### config.mk
export PLATFORM = sky130hd
export DESIGN_NAME = fetch_unit
export DESIGN_NICKNAME = d
export VERILOG_FILES = /design/src/rtl/fetch_unit.sv
export SDC_FILE = /design/constraint.sdc
export NUM_CORES = 1
export LEC_CHECK = 0
export ABC_AREA = 1
export CAP_MARGIN = 10
export CORE_MARGIN = 5
export CORE_UTILIZATION = 35
export CTS_CLUSTER_DIAMETER = 30
export DETAILED_ROUTE_END_ITERATION = 8
export PLACE_DENSITY = 0.64
export SYNTH_ARGS = -nofsm -noshare
export SYNTH_HDL_FRONTEND = slang
export SYNTH_SLANG_ARGS = --single-unit
### constraint.sdc
create_clock -name i_clk -period 3 [get_ports i_clk]
set_clock_uncertainty 0.05 [all_clocks]
set_input_delay 0.45 -clock i_clk [delete_from_list [all_inputs] [get_ports i_clk]]
set_output_delay 0.45 -clock i_clk [all_outputs]
set_load 0.03 [all_outputs]
### src/rtl/fetch_unit.sv
`timescale 1ns/1ps
// ---------------------------------------------------------------------------
// fetch_unit
//
// Decoupled instruction-fetch front end for the RV32I cores. Word fetches go
// out on a valid/ready request port to a variable-latency instruction memory.
// Responses come back in order, one per accepted request. Returned words are
// buffered with their PCs in a small FIFO. The decode stage drains the FIFO
// through a valid/ready handshake.
//
// A redirect from execute does the following in one edge:
//   - flushes the FIFO,
//   - retargets fetch,
//   - arms a drop counter, so that responses to requests already in flight
//     are discarded when they return.
//
// Parameters
//   FIFO_DEPTH  instruction buffer entries (power of two, >= 2). It also caps
//               the number of outstanding requests, because an issue needs
//               a free FIFO slot reserved for its response.
//   RESET_PC    first fetch address after reset
//
// Ports
//   i_clk             clock, all state on the rising edge
//   i_reset           synchronous active-high reset
//   i_redirect        redirect strobe (taken branch / jump)
//   i_redirect_pc     redirect target; bits [1:0] are ignored
//   o_imem_req_valid  fetch request valid
//   o_imem_req_addr   word-aligned fetch address
//   i_imem_req_ready  memory accepts the request
//   i_imem_rsp_valid  in-order response valid
//   i_imem_rsp_data   instruction word
//   o_insn_valid      FIFO head valid
//   o_insn            instruction at the head
//   o_insn_pc         PC of the head instruction
//   i_insn_ready      consumer takes the head
//   o_fetch_pc        next address to request (debug)
// ---------------------------------------------------------------------------
module fetch_unit #(
    parameter int          FIFO_DEPTH = 4,
    parameter logic [31:0] RESET_PC   = 32'h0000_0000
) (
    input  logic        i_clk,
    input  logic        i_reset,
    input  logic        i_redirect,
    input  logic [31:0] i_redirect_pc,
    output logic        o_imem_req_valid,
    output logic [31:0] o_imem_req_addr,
    input  logic        i_imem_req_ready,
    input  logic        i_imem_rsp_valid,
    input  logic [31:0] i_imem_rsp_data,
    output logic        o_insn_valid,
    output logic [31:0] o_insn,
    output logic [31:0] o_insn_pc,
    input  logic        i_insn_ready,
    output logic [31:0] o_fetch_pc
);

    localparam int          CW      = $clog2(FIFO_DEPTH + 1);
    localparam int          AW      = $clog2(FIFO_DEPTH);
    localparam logic [CW:0] DEPTH_W = (CW + 1)'(FIFO_DEPTH);

    // ------------------------------------------------------------------
    // State
    // ------------------------------------------------------------------
    logic [31:0]   fetch_pc_reg, fetch_pc_next;
    logic [31:0]   rsp_pc_reg,   rsp_pc_next;    // PC of the next live response
    logic [CW-1:0] count_reg,    count_next;
    logic [CW-1:0] pend_cnt_reg, pend_cnt_next;  // accepted, not yet answered
    logic [CW-1:0] drop_cnt_reg, drop_cnt_next;  // stale responses still to come
    logic [AW-1:0] rd_ptr_reg,   rd_ptr_next;
    logic [AW-1:0] wr_ptr_reg,   wr_ptr_next;

    logic [31:0]   pc_mem_reg   [FIFO_DEPTH];
    logic [31:0]   insn_mem_reg [FIFO_DEPTH];

    // ------------------------------------------------------------------
    // Handshake decode
    // ------------------------------------------------------------------
    logic [CW:0]   inflight;
    logic          req_valid;
    logic          req_fire;
    logic          rsp_live;
    logic          rsp_drop;
    logic          push;
    logic          insn_valid;
    logic          pop;
    logic [31:0]   target_pc;

    // Buffered entries plus outstanding requests. Each outstanding request
    // already owns a FIFO slot, so a push can never hit a full FIFO.
    assign inflight  = {1'b0, count_reg} + {1'b0, pend_cnt_reg};
    assign req_valid = !i_reset && !i_redirect && (inflight < DEPTH_W);
    assign req_fire  = req_valid && i_imem_req_ready;

    // A response with nothing outstanding is spurious. It is ignored so that
    // the counters cannot underflow.
    assign rsp_live  = i_imem_rsp_valid && (pend_cnt_reg != '0);
    assign rsp_drop  = rsp_live && (drop_cnt_reg != '0);
    assign push      = rsp_live && !rsp_drop && !i_redirect;

    // Reset and redirect both mask the head, so a pop cannot count in
    // either of those cycles.
    assign insn_valid = (count_reg != '0) && !i_redirect && !i_reset;
    assign pop        = insn_valid && i_insn_ready;

    // The low two address bits are dropped by masking the whole word.
    assign target_pc  = i_redirect_pc & 32'hFFFF_FFFC;

    // ------------------------------------------------------------------
    // Next-state logic
    // ------------------------------------------------------------------
    always_comb begin
        fetch_pc_next = fetch_pc_reg;
        rsp_pc_next   = rsp_pc_reg;
        count_next    = count_reg;
        pend_cnt_next = pend_cnt_reg;
        drop_cnt_next = drop_cnt_reg;
        rd_ptr_next   = rd_ptr_reg;
        wr_ptr_next   = wr_ptr_reg;

        if (i_redirect) begin
            // Everything still outstanding after this edge is stale.
            // This includes requests that were already doomed, so this
            // assignment overrides any earlier drop count.
            // Back-to-back redirects therefore keep an exact tally.
            fetch_pc_next = target_pc;
            rsp_pc_next   = target_pc;
            count_next    = '0;
            rd_ptr_next   = '0;
            wr_ptr_next   = '0;
            pend_cnt_next = pend_cnt_reg - CW'(rsp_live);
            drop_cnt_next = pend_cnt_reg - CW'(rsp_live);
        end else begin
            if (req_fire) begin
                fetch_pc_next = fetch_pc_reg + 32'd4;
            end
            if (push) begin
                rsp_pc_next = rsp_pc_reg + 32'd4;
                wr_ptr_next = wr_ptr_reg + AW'(1);
            end
            if (pop) begin
                rd_ptr_next = rd_ptr_reg + AW'(1);
            end
            if (rsp_drop) begin
                drop_cnt_next = drop_cnt_reg - CW'(1);
            end
            pend_cnt_next = pend_cnt_reg + CW'(req_fire) - CW'(rsp_live);
            count_next    = count_reg + CW'(push) - CW'(pop);
        end
    end

    // ------------------------------------------------------------------
    // Control registers
    // ------------------------------------------------------------------
    always_ff @(posedge i_clk) begin
        if (i_reset) begin
            fetch_pc_reg <= RESET_PC;
            rsp_pc_reg   <= RESET_PC;
            count_reg    <= '0;
            pend_cnt_reg <= '0;
            drop_cnt_reg <= '0;
            rd_ptr_reg   <= '0;
            wr_ptr_reg   <= '0;
        end else begin
            fetch_pc_reg <= fetch_pc_next;
            rsp_pc_reg   <= rsp_pc_next;
            count_reg    <= count_next;
            pend_cnt_reg <= pend_cnt_next;
            drop_cnt_reg <= drop_cnt_next;
            rd_ptr_reg   <= rd_ptr_next;
            wr_ptr_reg   <= wr_ptr_next;
        end
    end

    // ------------------------------------------------------------------
    // FIFO storage. It is cleared on reset so that the head reads as zero.
    // It is not cleared on a redirect, because there the count alone hides
    // the stale contents.
    // ------------------------------------------------------------------
    logic [FIFO_DEPTH-1:0] entry_we;

    genvar gi;
    generate
        for (gi = 0; gi < FIFO_DEPTH; gi++) begin : g_entry_we
            assign entry_we[gi] = push && (wr_ptr_reg == AW'(gi));
        end
    endgenerate

    always_ff @(posedge i_clk) begin
        if (i_reset) begin
            for (int i = 0; i < FIFO_DEPTH; i++) begin
                pc_mem_reg[i]   <= '0;
                insn_mem_reg[i] <= '0;
            end
        end else begin
            for (int i = 0; i < FIFO_DEPTH; i++) begin
                if (entry_we[i]) begin
                    pc_mem_reg[i]   <= rsp_pc_reg;
                    insn_mem_reg[i] <= i_imem_rsp_data;
                end
            end
        end
    end

    // ------------------------------------------------------------------
    // Outputs
    // ------------------------------------------------------------------
    assign o_imem_req_valid = req_valid;
    assign o_imem_req_addr  = fetch_pc_reg;
    assign o_fetch_pc       = fetch_pc_reg;
    assign o_insn_valid     = insn_valid;
    assign o_insn           = insn_mem_reg[rd_ptr_reg];
    assign o_insn_pc        = pc_mem_reg[rd_ptr_reg];

endmodule
# [After elaboration in Yosys (flattened, before gate mapping)]
# Memory sizes are Yosys's and may differ from the RTL's. A register that Yosys moved wholly into a read port is not among the register bits.
# Index checks and enable logic that the tools add are counted.
[word_totals] regBits=77 mem_bits_rw=256 inputBits=70 word_cells=92 memories=2
[classes] addsub=11 order_cmp=1 eq_ne=3 muxes=33 bitwise=8 n_reduce_logical=25
[mem_list] name="insn_mem_reg" depth=4 word_bits=32 rd=1 rd_ports_with_merged_regs=1 write_ports=4 line="75" source="logic [31:0] insn_mem_reg [FIFO_DEPTH];"
[mem_list] name="pc_mem_reg" depth=4 word_bits=32 rd=1 rd_ports_with_merged_regs=1 write_ports=4 line="74" source="logic [31:0] pc_mem_reg [FIFO_DEPTH];"
[ops] cell="$mux 32" n=12
[ops] cell="$add 32x3->32 const B" n=2
[ops] cell="$logic_and 1x1->1" n=14
[ops] cell="$mux 1" n=14
[ops] cell="$mux 3" n=3
[ops] cell="$reduce_bool 3->1" n=3
[ops] cell="$sub 3x1->3" n=3
[ops] cell="$mux 2" n=4
[ops] cell="$or 1x1->1" n=8
[ops] cell="$add 3x1->3" n=2
[ops] cell="$reduce_bool 2->1" n=3
[ops] cell="$add 2x1->2 const B" n=2
[ops] cell="$add 3x3->4" n=1
[ops] cell="$eq 2x2->1 const B" n=2
[ops] cell="$lt 4x3->1 const B" n=1
[ops] cell="$logic_not 1->1" n=3
[ops] cell="$sub 3x1->3 const B" n=1
[ops] cell="$eq 2x1->1 const B" n=1
[ops] cell="$logic_not 2->1" n=1
[ops] cell="$reduce_or 2->1" n=1

# [Logic depth before layout (Yosys ltp)]
[logic_depth] ltp_word=11 ltp_mapped=15 depth_no_buf=13

# [Least setup slack after synthesis]
# Ideal clock, no wire load.
[synth_path] kind="reg-to-reg" start="register drop_cnt_reg[0]" end="memory insn_mem_reg[0][0], enable pin" arrival_time_ns=2.629 required_ns=2.528 setup_slack_ns=-0.100 path_stages_with_launch=11 path_buffers=2 period_less_slack_ns=3.100 path_cell_list="dfxtp_1 inv_1 ha_1 inv_1 nor2_1 nand3_2 nor2_2 buf_4 buf_4 nand2_1 nand2_1"
[synth_lines] element="start, declared" line="70" source="logic [CW-1:0] drop_cnt_reg, drop_cnt_next;"
[synth_lines] element="start signal, assigned" line="170" source="drop_cnt_reg <= drop_cnt_next;"
[synth_lines] element="end, declared" line="75"

==> results.tsv <==
metric	value	unit
status	finished clean	
final_area	20800	um2
path_max_fanout	33	
first_pass_iters	7	
h-tree-depth	3	
synthTopCellsByArea	edfxtp_1 (47%), nor2_1 (11%), dfxtp_1 (9.5%)	
worstReg2RegEnd	pend_cnt_reg[2]	
die_width	222	um
hold_depth	5	
grt_usage	0.177	
antenna_left	0	
fin_util	0.468	
hold_path_class	primary input to register	
relSlewSlack	0.584	
hold_end	o_fetch_pc[14]	
comb_power_share	0.126	
place_area	18400	um2
netlist_area	15800	um2
layout_setup_ws	0.326	ns
cap_violations	0	
syn_avg_cell_area	8.76	um2
cp-end-kind	output port	
setup_viol	0	
swShare	0.255	
p_int	10.9	mW
clkPwrFrac	0.511	
gp_congestion	0.853	
yosysSeqAreaShare	0.567	
hold_buffers	0	
rr_worst_depth	13	
fin_crit_sh	0.891	
leakagePower	8.13	nW
num_io_pins	200	
hp-start	i_reset	
crit_path_start_kind	register	
wirelength	44.9	mm
cts_resized	0	
synth.largest_area_cell	edfxtp_1	
place_ws	0.0663	ns
largest_register_ffs	128	
syn_inst	1803	
ir_drop	0.430	mV
max_freq	374	MHz
drtIter0Drc	1066	
slew_violations	0	
antenna_found_initial	0	
clockRootBuffer	clkbuf_16	
grt_start_max_net_pins	125	
clock_latency	0.56	ns
min_period	2.67	ns
routed_via_density	5.01	
vias	13129	
critPathKind	register to output port	
p_per_area	703	nW/um2
finalHoldViolCount	0	
seqPwrFrac	0.363	
worstMarginPinSlew	0.625	ns
grt_pass1_wl	71.1	mm
rsz0062_at_grt	no	
finalNetCount	2065	
coreArea	44400	um2
fillCellCount	4141	
grt_overflow	0	
worstPathRequired	2.50	ns
synth-seq-cells	323	
rr_startpoint	count_reg[1]	
drc_errors	0	
numCtsBuffers	69	
cts_buffer_depth	3	
clk_pin_slew	0.04	ns
area_delta_synth_final	31.5	%
crit_arrival	2.17	ns
drive_above_1_share	0.115	
ys.warnings.count	0	
portBuffers	191	
switchingPower	3.72	mW
r2r_setup_slack	0.40	ns
cts_tree	built	
clock-sinks	323	
antenna_cells	0	
wl_per_cell	17.1	um
initial_core_util	0.356	
dieArea	49500	um2
grt_pass1_vias	13265	
postCtsSetupBuffers	0	
synth.distinct_cells	38	
dp_cells	2498	
tns	0	ns
finalNonFillerCells	2622	
synthDominantCellAreaShare	0.472	
die_y	222	um
hpwl	27.8	mm
rows	77	
## cell type report
cell class                 count  area (um2)  share of cell area
inverter                     154         579              0.0279
timing repair buffer         224        2630               0.127
tap                          592         741              0.0357
clock inverter                40         492              0.0237
sequential                   323        8950               0.431
multi-input combinational   1205        5530               0.266
clock buffer                  84        1830              0.0883
## power groups by stage
stage / registers, mW / clock network (mW) / logic (mW)
global route: 5.33 / 7.83 / 2.00
global placement: 5.36 / 0 / 1.83
detailed placement: 5.37 / 0 / 1.85
floorplan: 5.38 / 0 / 1.02
finish: 5.30 / 7.47 / 1.84
CTS: 5.30 / 7.59 / 1.86
## cells in the final DEF (no fill, tap or decap), types with 4 or more instances in the layout
cell type,count
dfxtp_1,73
xnor2_1,4
nand3_1,90
inv_2,4
ha_1,16
clkbuf_16,70
clkdlybuf4s50_1,126
inv_1,148
a31oi_1,8
inv_6,4
nand3b_1,10
nor2_1,476
bufinv_16,8
o21ai_0,174
clkinv_2,10
clkinvlp_4,4
clkbuf_1,11
nand2_2,7
clkinv_1,8
nand2_1,255
a21oi_1,57
buf_4,46
xor2_1,11
o22ai_1,62
conb_1,6
buf_12,51
edfxtp_1,248
## per-stage QoR
stage          power (mW)  hold slack [ns]
6_report             14.6            0.385
4_1_cts              14.7            0.361
2_1_floorplan        6.40            0.386
3_3_place_gp         7.19            0.395
3_5_place_dp         7.22            0.409
5_1_grt              15.2            0.406
## Yosys cell counts (all sizes together)
cell type	instances
a21oi	59
buf	81
o21bai	1
dfxtp	75
xnor2	4
clkinv	1
o21ai	174
inv	153
edfxtp	248
nand2	262
and2	2
nand3b	10
nor2	481
o211ai	4
a22o	1
or2	3
nor3b	1
nor3	2
clkbuf	45
nand3	95
fa	2
conb	1
o22ai	62
a21o	1
xor2	11
ha	16
a31oi	8
## critical path: stages, from the launching register on
cell	delay (ns)
dfxtp_4	0.35
clkinv_2	0.27
buf_12	0.25
buf_12	0.21
o21ai_0	0.09
o22ai_1	0.22
buf_4	0.21
## how the worst max path moves through the flow
stage	startpoint	end	slack, ns	cells past startpoint
floorplan	i_reset	pend_cnt_reg[2]	0.09	15
global placement	i_redirect	pend_cnt_reg[2]	0.10	13
detailed placement	i_redirect	pend_cnt_reg[2]	0.07	13
CTS	register	o_insn_pc[17]	0.28	5
global route	register	o_insn[28]	0.16	6
finish	register	o_insn[18]	0.33	6
## routing by layer
metal / track usage / wire, um / up-vias / part of all wire
met5: 0 / 0 / - / 0
met4: 0.0520 / 871 / 0 / 0.019
met3: 0.0416 / 3300 / 59 / 0.073
met2: 0.286 / 21200 / 516 / 0.47
met1: 0.239 / 19500 / 6229 / 0.43
li1: - / - / 6325 / -
## cells by family after synthesis
family	Yosys count	synth area share
simple gates	856	0.218
flops	323	0.567
compound gates	310	0.106
buf+inv	280	0.0854
fa+ha+maj	18	0.0152
xor+xnor	15	0.00832
other cells	1	0.000237
Note: power is estimated with default switching activity, not from simulation.
